**config.mk**
```make
export PLATFORM = sky130hd
export DESIGN_NAME = bus_slave_response_mux_flat
export DESIGN_NICKNAME = d
export VERILOG_FILES = /design/src/rtl/bus_slave_response_mux_if.sv /design/src/rtl/bus_slave_response_mux.sv /design/src/flat_wrapper.sv
export SDC_FILE = /design/constraint.sdc
export NUM_CORES = 1
export LEC_CHECK = 0
export BUFFER_PORTS_ARGS = -buffer_cell sky130_fd_sc_hd__buf_4
export CAP_MARGIN = 20
export CORE_ASPECT_RATIO = 0.7
export CORE_UTILIZATION = 44
export CTS_CLUSTER_DIAMETER = 30
export DETAILED_ROUTE_END_ITERATION = 7
export PLACE_DENSITY_LB_ADDON = 0.05
export SYNTH_ARGS = -nofsm -noshare
export SYNTH_HDL_FRONTEND = slang
export SYNTH_SLANG_ARGS = --single-unit
```
**constraint.sdc**
```tcl
create_clock -name clk -period 3.26 [get_ports clk]
set_clock_uncertainty 0.05 [all_clocks]
set_input_delay 0 -clock clk [delete_from_list [all_inputs] [get_ports clk]]
set_output_delay 0 -clock clk [all_outputs]
set_load 0.005 [all_outputs]
```
**src/rtl/bus_slave_response_mux_if.sv**
```systemverilog
// Bus-side signal bundle for the slave response mux: master request,
// per-slave chip selects/data/ready, and the single response back to the master.
interface bus_slave_response_mux_if #(
  parameter int NUM_SLAVES = 4,
  parameter int DATA_WIDTH = 32
);
  logic                             i_data_valid;
  logic [NUM_SLAVES-1:0]            i_cs;
  logic [NUM_SLAVES*DATA_WIDTH-1:0] i_slave_rdata;
  logic [NUM_SLAVES-1:0]            i_slave_ready;
  logic [DATA_WIDTH-1:0]            o_rdata;
  logic                             o_ready;
  logic                             o_error;
  logic                             o_busy;

  modport master (
    output i_data_valid, i_cs, i_slave_rdata, i_slave_ready,
    input  o_rdata, o_ready, o_error, o_busy
  );

  modport slave (
    input  i_data_valid, i_cs, i_slave_rdata, i_slave_ready,
    output o_rdata, o_ready, o_error, o_busy
  );
endinterface

```
**src/rtl/bus_slave_response_mux.sv**
```systemverilog
// Latches the chip-selected slave for a bus transfer, waits for its ready and
// returns one registered response; unmapped or hung transfers end in an error.
module bus_slave_response_mux #(
  parameter int NUM_SLAVES = 4,
  parameter int DATA_WIDTH = 32,
  parameter int TIMEOUT    = 16
) (
  input  logic                    clk,
  input  logic                    n_rst,
  bus_slave_response_mux_if.slave bus
);

  localparam int SEL_W = (NUM_SLAVES > 1) ? $clog2(NUM_SLAVES) : 1;
  localparam int TMR_W = $clog2(TIMEOUT);

  typedef enum logic [1:0] {
    S_IDLE = 2'd0,
    S_WAIT = 2'd1,
    S_RESP = 2'd2
  } state_t;

  state_t                r_state;
  state_t                w_next;
  logic [SEL_W-1:0]      r_sel;
  logic [SEL_W-1:0]      w_sel_next;
  logic [TMR_W-1:0]      r_timer;
  logic [TMR_W-1:0]      w_timer_next;
  logic [DATA_WIDTH-1:0] r_rdata;
  logic [DATA_WIDTH-1:0] w_rdata_next;
  logic                  r_error;
  logic                  w_error_next;
  logic                  r_ready;
  logic                  r_busy;
  logic                  w_sel_ready;
  logic [DATA_WIDTH-1:0] w_sel_rdata;
  logic                  w_timeout;

  // Overlapping chip selects resolve to the lowest-numbered slave.
  function automatic logic [SEL_W-1:0] f_lowest_cs(input logic [NUM_SLAVES-1:0] cs);
    f_lowest_cs = '0;
    for (int k = NUM_SLAVES - 1; k >= 0; k--) begin
      if (cs[k]) f_lowest_cs = SEL_W'(k);
    end
  endfunction

  always_comb begin
    w_sel_ready = 1'b0;
    w_sel_rdata = '0;
    for (int k = 0; k < NUM_SLAVES; k++) begin
      if (r_sel == SEL_W'(k)) begin
        w_sel_ready = bus.i_slave_ready[k];
        w_sel_rdata = bus.i_slave_rdata[k*DATA_WIDTH +: DATA_WIDTH];
      end
    end
  end

  assign w_timeout = (r_timer == TMR_W'(TIMEOUT - 1));

  always_comb begin
    w_next       = r_state;
    w_sel_next   = r_sel;
    w_timer_next = r_timer;
    w_rdata_next = r_rdata;
    w_error_next = r_error;
    case (r_state)
      S_IDLE: begin
        if (bus.i_data_valid) begin
          if (|bus.i_cs) begin
            w_sel_next   = f_lowest_cs(bus.i_cs);
            w_timer_next = '0;
            w_next       = S_WAIT;
          end else begin
            w_rdata_next = '0;
            w_error_next = 1'b1;
            w_next       = S_RESP;
          end
        end
      end
      S_WAIT: begin
        // A ready arriving on the timeout cycle still counts as a good response.
        if (w_sel_ready) begin
          w_rdata_next = w_sel_rdata;
          w_error_next = 1'b0;
          w_next       = S_RESP;
        end else if (w_timeout) begin
          w_rdata_next = '0;
          w_error_next = 1'b1;
          w_next       = S_RESP;
        end else begin
          w_timer_next = r_timer + TMR_W'(1);
        end
      end
      S_RESP:  w_next = S_IDLE;
      default: w_next = S_IDLE;
    endcase
  end

  always_ff @(posedge clk or negedge n_rst) begin
    if (!n_rst) begin
      r_state <= S_IDLE;
      r_sel   <= '0;
      r_timer <= '0;
      r_rdata <= '0;
      r_error <= 1'b0;
      r_ready <= 1'b0;
      r_busy  <= 1'b0;
    end else begin
      r_state <= w_next;
      r_sel   <= w_sel_next;
      r_timer <= w_timer_next;
      r_rdata <= w_rdata_next;
      r_error <= w_error_next;
      r_ready <= (w_next == S_RESP);
      r_busy  <= (w_next != S_IDLE);
    end
  end

  assign bus.o_rdata = r_rdata;
  assign bus.o_error = r_error;
  assign bus.o_ready = r_ready;
  assign bus.o_busy  = r_busy;

endmodule

```
**src/flat_wrapper.sv**
```systemverilog
// flat-port wrapper written by rule: the top's interface ports become plain ports
module bus_slave_response_mux_flat 
#(
  parameter int NUM_SLAVES = 4,
  parameter int DATA_WIDTH = 32,
  parameter int TIMEOUT    = 16
)
  (clk, n_rst, bus_i_data_valid, bus_i_cs, bus_i_slave_rdata, bus_i_slave_ready, bus_o_rdata, bus_o_ready, bus_o_error, bus_o_busy);
  bus_slave_response_mux_if #(.NUM_SLAVES(NUM_SLAVES), .DATA_WIDTH(DATA_WIDTH)) bus_i ();
  input  logic clk;
  input  logic n_rst;
  input wire logic [$bits(bus_i.i_data_valid)-1:0] bus_i_data_valid;
  input wire logic [$bits(bus_i.i_cs)-1:0] bus_i_cs;
  input wire logic [$bits(bus_i.i_slave_rdata)-1:0] bus_i_slave_rdata;
  input wire logic [$bits(bus_i.i_slave_ready)-1:0] bus_i_slave_ready;
  output wire logic [$bits(bus_i.o_rdata)-1:0] bus_o_rdata;
  output wire logic [$bits(bus_i.o_ready)-1:0] bus_o_ready;
  output wire logic [$bits(bus_i.o_error)-1:0] bus_o_error;
  output wire logic [$bits(bus_i.o_busy)-1:0] bus_o_busy;
  assign bus_i.i_data_valid = bus_i_data_valid;
  assign bus_i.i_cs = bus_i_cs;
  assign bus_i.i_slave_rdata = bus_i_slave_rdata;
  assign bus_i.i_slave_ready = bus_i_slave_ready;
  assign bus_o_rdata = bus_i.o_rdata;
  assign bus_o_ready = bus_i.o_ready;
  assign bus_o_error = bus_i.o_error;
  assign bus_o_busy = bus_i.o_busy;
  bus_slave_response_mux #(.NUM_SLAVES(NUM_SLAVES), .DATA_WIDTH(DATA_WIDTH), .TIMEOUT(TIMEOUT)) u_core (.clk(clk), .n_rst(n_rst), .bus(bus_i));
endmodule
```
==> flow_summary.ini <==
[global_routing]
overflow = 0
antenna_found_initial = 0
grt_pass1_vias = 2264
grt_pass1_wl_mm = 11.00
grt_usage_pct = 24.45
grt_max_degree = 44

[final_layout]
fill_cells = 364
final_cells = 409
area_growth_pct = 58.92
drive_gt1_share_pct = 66.47
final_nets = 476
final_core_util_pct = 73.25
diodes = 0

[setup_path]
crit_chain = mux4_2 > inv_2 > nor2_2 > buf_4 > a22o_1
reg2reg_slack_ns = 1.25
crit_arrival_ns = 2.19
worst_path_max_delay_cell = nor2_2
endpoint = u_core.bus.o_rdata[10]
critPathLaunchType = flop
rr_startpoint = u_core.r_sel[0]
cp_max_fo = 17
crit_required_ns = 3.43
max_stage_delay_ns = 0.54
worst-setup-path-type = reg -> reg
r2r_cells = 5
critical_path.startpoint = u_core.r_sel[0]
r2r_end = u_core.bus.o_rdata[10]
crit_path_end_kind = flop

[pwr]
power_density_nw_per_um2 = 764.5
vdd_ir_drop_max_uv = 420.5
power_leakage_nw = 1.893

[sta]
rsz0062_at_grt = no
worst_pin_slew_ns = 0.7011
hold_violations = 0
fmax_mhz = 496.8
tns_ns = 0
finalSetupViolCount = 0
slew-limit-headroom_pct = 53.21
finalCritPeriodShare_pct = 61.74
period_needed_ns = 2.013
final_max_slew_viol_count = 0

[drt]
drt-initial-drc-count = 66
routed_wl_mm = 6.848
drc = 0
ant_nets = 0
vias = 2179
detail_route.wl_per_cell_um = 16.74
post_drt_via_cell_ratio = 5.328
firstDrtPassIters = 4

[clocking]
clock_tree.buffer_depth = 2
clk_pin_slew_ns = 0.08
cts_buffers = 5
ctsHoldBuffers = 1
cts_root_buffer = clkbuf_8
insertion_delay_ns = 0.29
htree_levels = 2
numClockSinks = 43
cts_tree = built
post_cts_resize_count = 0
post_cts_buffers = 0

[floorplanning]
ios = 174
fp.dieH_um = 64.42
die_x_um = 91.16
start_util_pct = 46.09
core_area_sq_um = 5313
die_area_sq_um = 5872
rows = 22

[yosys]
synth_warnings = 0
syn-num-nets = 306
syn_inst = 166
synth_edf_count = 0
synth_area_per_cell_sq_um = 14.75
yosysUniqueCellTypes = 31
synth_area_sq_um = 2449
ys_seq_elements = 43
yosys_most_used_dff = dfrtp_1
synth-async-reset-ratio_pct = 100.0
ys_seq_area_share_pct = 43.94

[placement]
gp_congestion = 0.7934
io_buffers = 173
dpl.hpwl_mm = 5.332
placed_cells = 400

[min_path]
hold_class = in -> reg
hp-start = bus_i_cs[0]

[status]
outcome = completed

[run]
maxCapViolCount = 0
[worst min path at each step]
stage,slack (ns),to,cells past startpoint
final,0.03,u_core.r_sel[0],3
after global routing,0.02,u_core.r_sel[0],3
after CTS,0.02,u_core.r_sel[1],3
after detailed placement,-0.03,u_core.bus.o_rdata[1],1
after global placement,-0.03,u_core.bus.o_rdata[30],1
after floorplan,-0.35,u_core.bus.o_busy,0
[registers in the layout, summed over array words and instances, names as in the netlist]
name	flops
u_core.r_sel	2
u_core.bus.o_rdata	32
u_core.bus.o_error	1
u_core.r_state	2
u_core.bus.o_busy	1
u_core.r_timer	4
u_core.bus.o_ready	1
[power by group]
part	internal, mW	total (mW)	switching, mW
logic	1.00	1.69	0.682
registers	0.778	0.927	0.148
clock network	0.193	0.363	0.170
[cell usage after synthesis, types with 2 or more instances]
cell	number	area, sq um
nand3_1	5	25.02
a22o_1	32	280.3
buf_6	4	45.04
nor3_1	2	10.01
inv_1	5	18.77
nor2_1	6	22.52
mux4_2	33	743.2
a21oi_1	3	15.01
buf_2	2	10.01
dfrtp_1	43	1076
nand2_1	2	7.510
o21ai_1	2	10.01
o22a_1	3	26.28
clkbuf_1	7	26.28
[metal layers]
| metal | track usage [%] | vias up | wire [um] | share of wire (%) |
|---|---|---|---|---|
| met3 | 7.160 | 10 | 517 | 7.5 |
| li1 | - | 1017 | - | - |
| met2 | 40.25 | 100 | 3318 | 48 |
| met5 | 0 | - | 0 | 0 |
| met4 | 7.937 | 0 | 119 | 1.7 |
| met1 | 31.59 | 1052 | 2893 | 42 |
[logic make-up (layout without fill, tap and decap cells)]
logic type,count (synthesis),after routing,share of synthesized area [%]
compound gates,44,44,14.82
flops,43,43,43.94
mux,33,33,30.35
simple gates,23,23,5.468
buf+inv,22,193,4.905
fa+ha+maj,1,1,0.5109
[placed cells by master, fill, tap and decap left out, types with 2 or more instances in the layout]
master	synthesis	layout
clkbuf_8	0	7
o21ai_1	2	2
mux4_2	33	33
inv_1	5	5
dfrtp_1	43	42
nand2_1	2	2
nor3_1	2	2
nor2_1	6	5
o22a_1	3	3
buf_4	1	178
nand3_1	5	5
a21oi_1	3	3
a22o_1	32	32
[metrics by stage]
| stage | setup WS [ns] | total power, mW | cell area [sq um] | hold slack (ns) |
|---|---|---|---|---|
| global placement | 1.322 | 2.604 | 3781 | -0.03137 |
| floorplan | 1.377 | 2.016 | 2449 | -0.3456 |
| detailed placement | 1.269 | 2.641 | 3781 | -0.02757 |
| finish | 1.247 | 2.975 | 3891 | 0.02596 |
| global route | 1.109 | 3.180 | 3891 | 0.02369 |
| CTS | 1.250 | 3.007 | 3891 | 0.01665 |
[cell type report]
cell class	instances	area [sq um]	area share, %
Timing Repair Buffer	179	1346	34.60
Inverter	6	22.52	0.5788
Clock buffer	8	100.1	2.572
Multi-Input combinational cell	101	1255	32.25
Sequential cell	43	1077	27.68
Tap cell	72	90.09	2.315
[worst max-delay path, delay by kind of cell (launching register included)]
kind                   cells  cell delay [ns]
AND/OR/NAND/NOR            1             0.54
flip-flops                 1             0.42
buffers and inverters      2             0.40
multiplexers               1             0.38
AO/OA/AOI/OAI              1             0.16
Note: power is estimated with default switching activity, not from simulation.
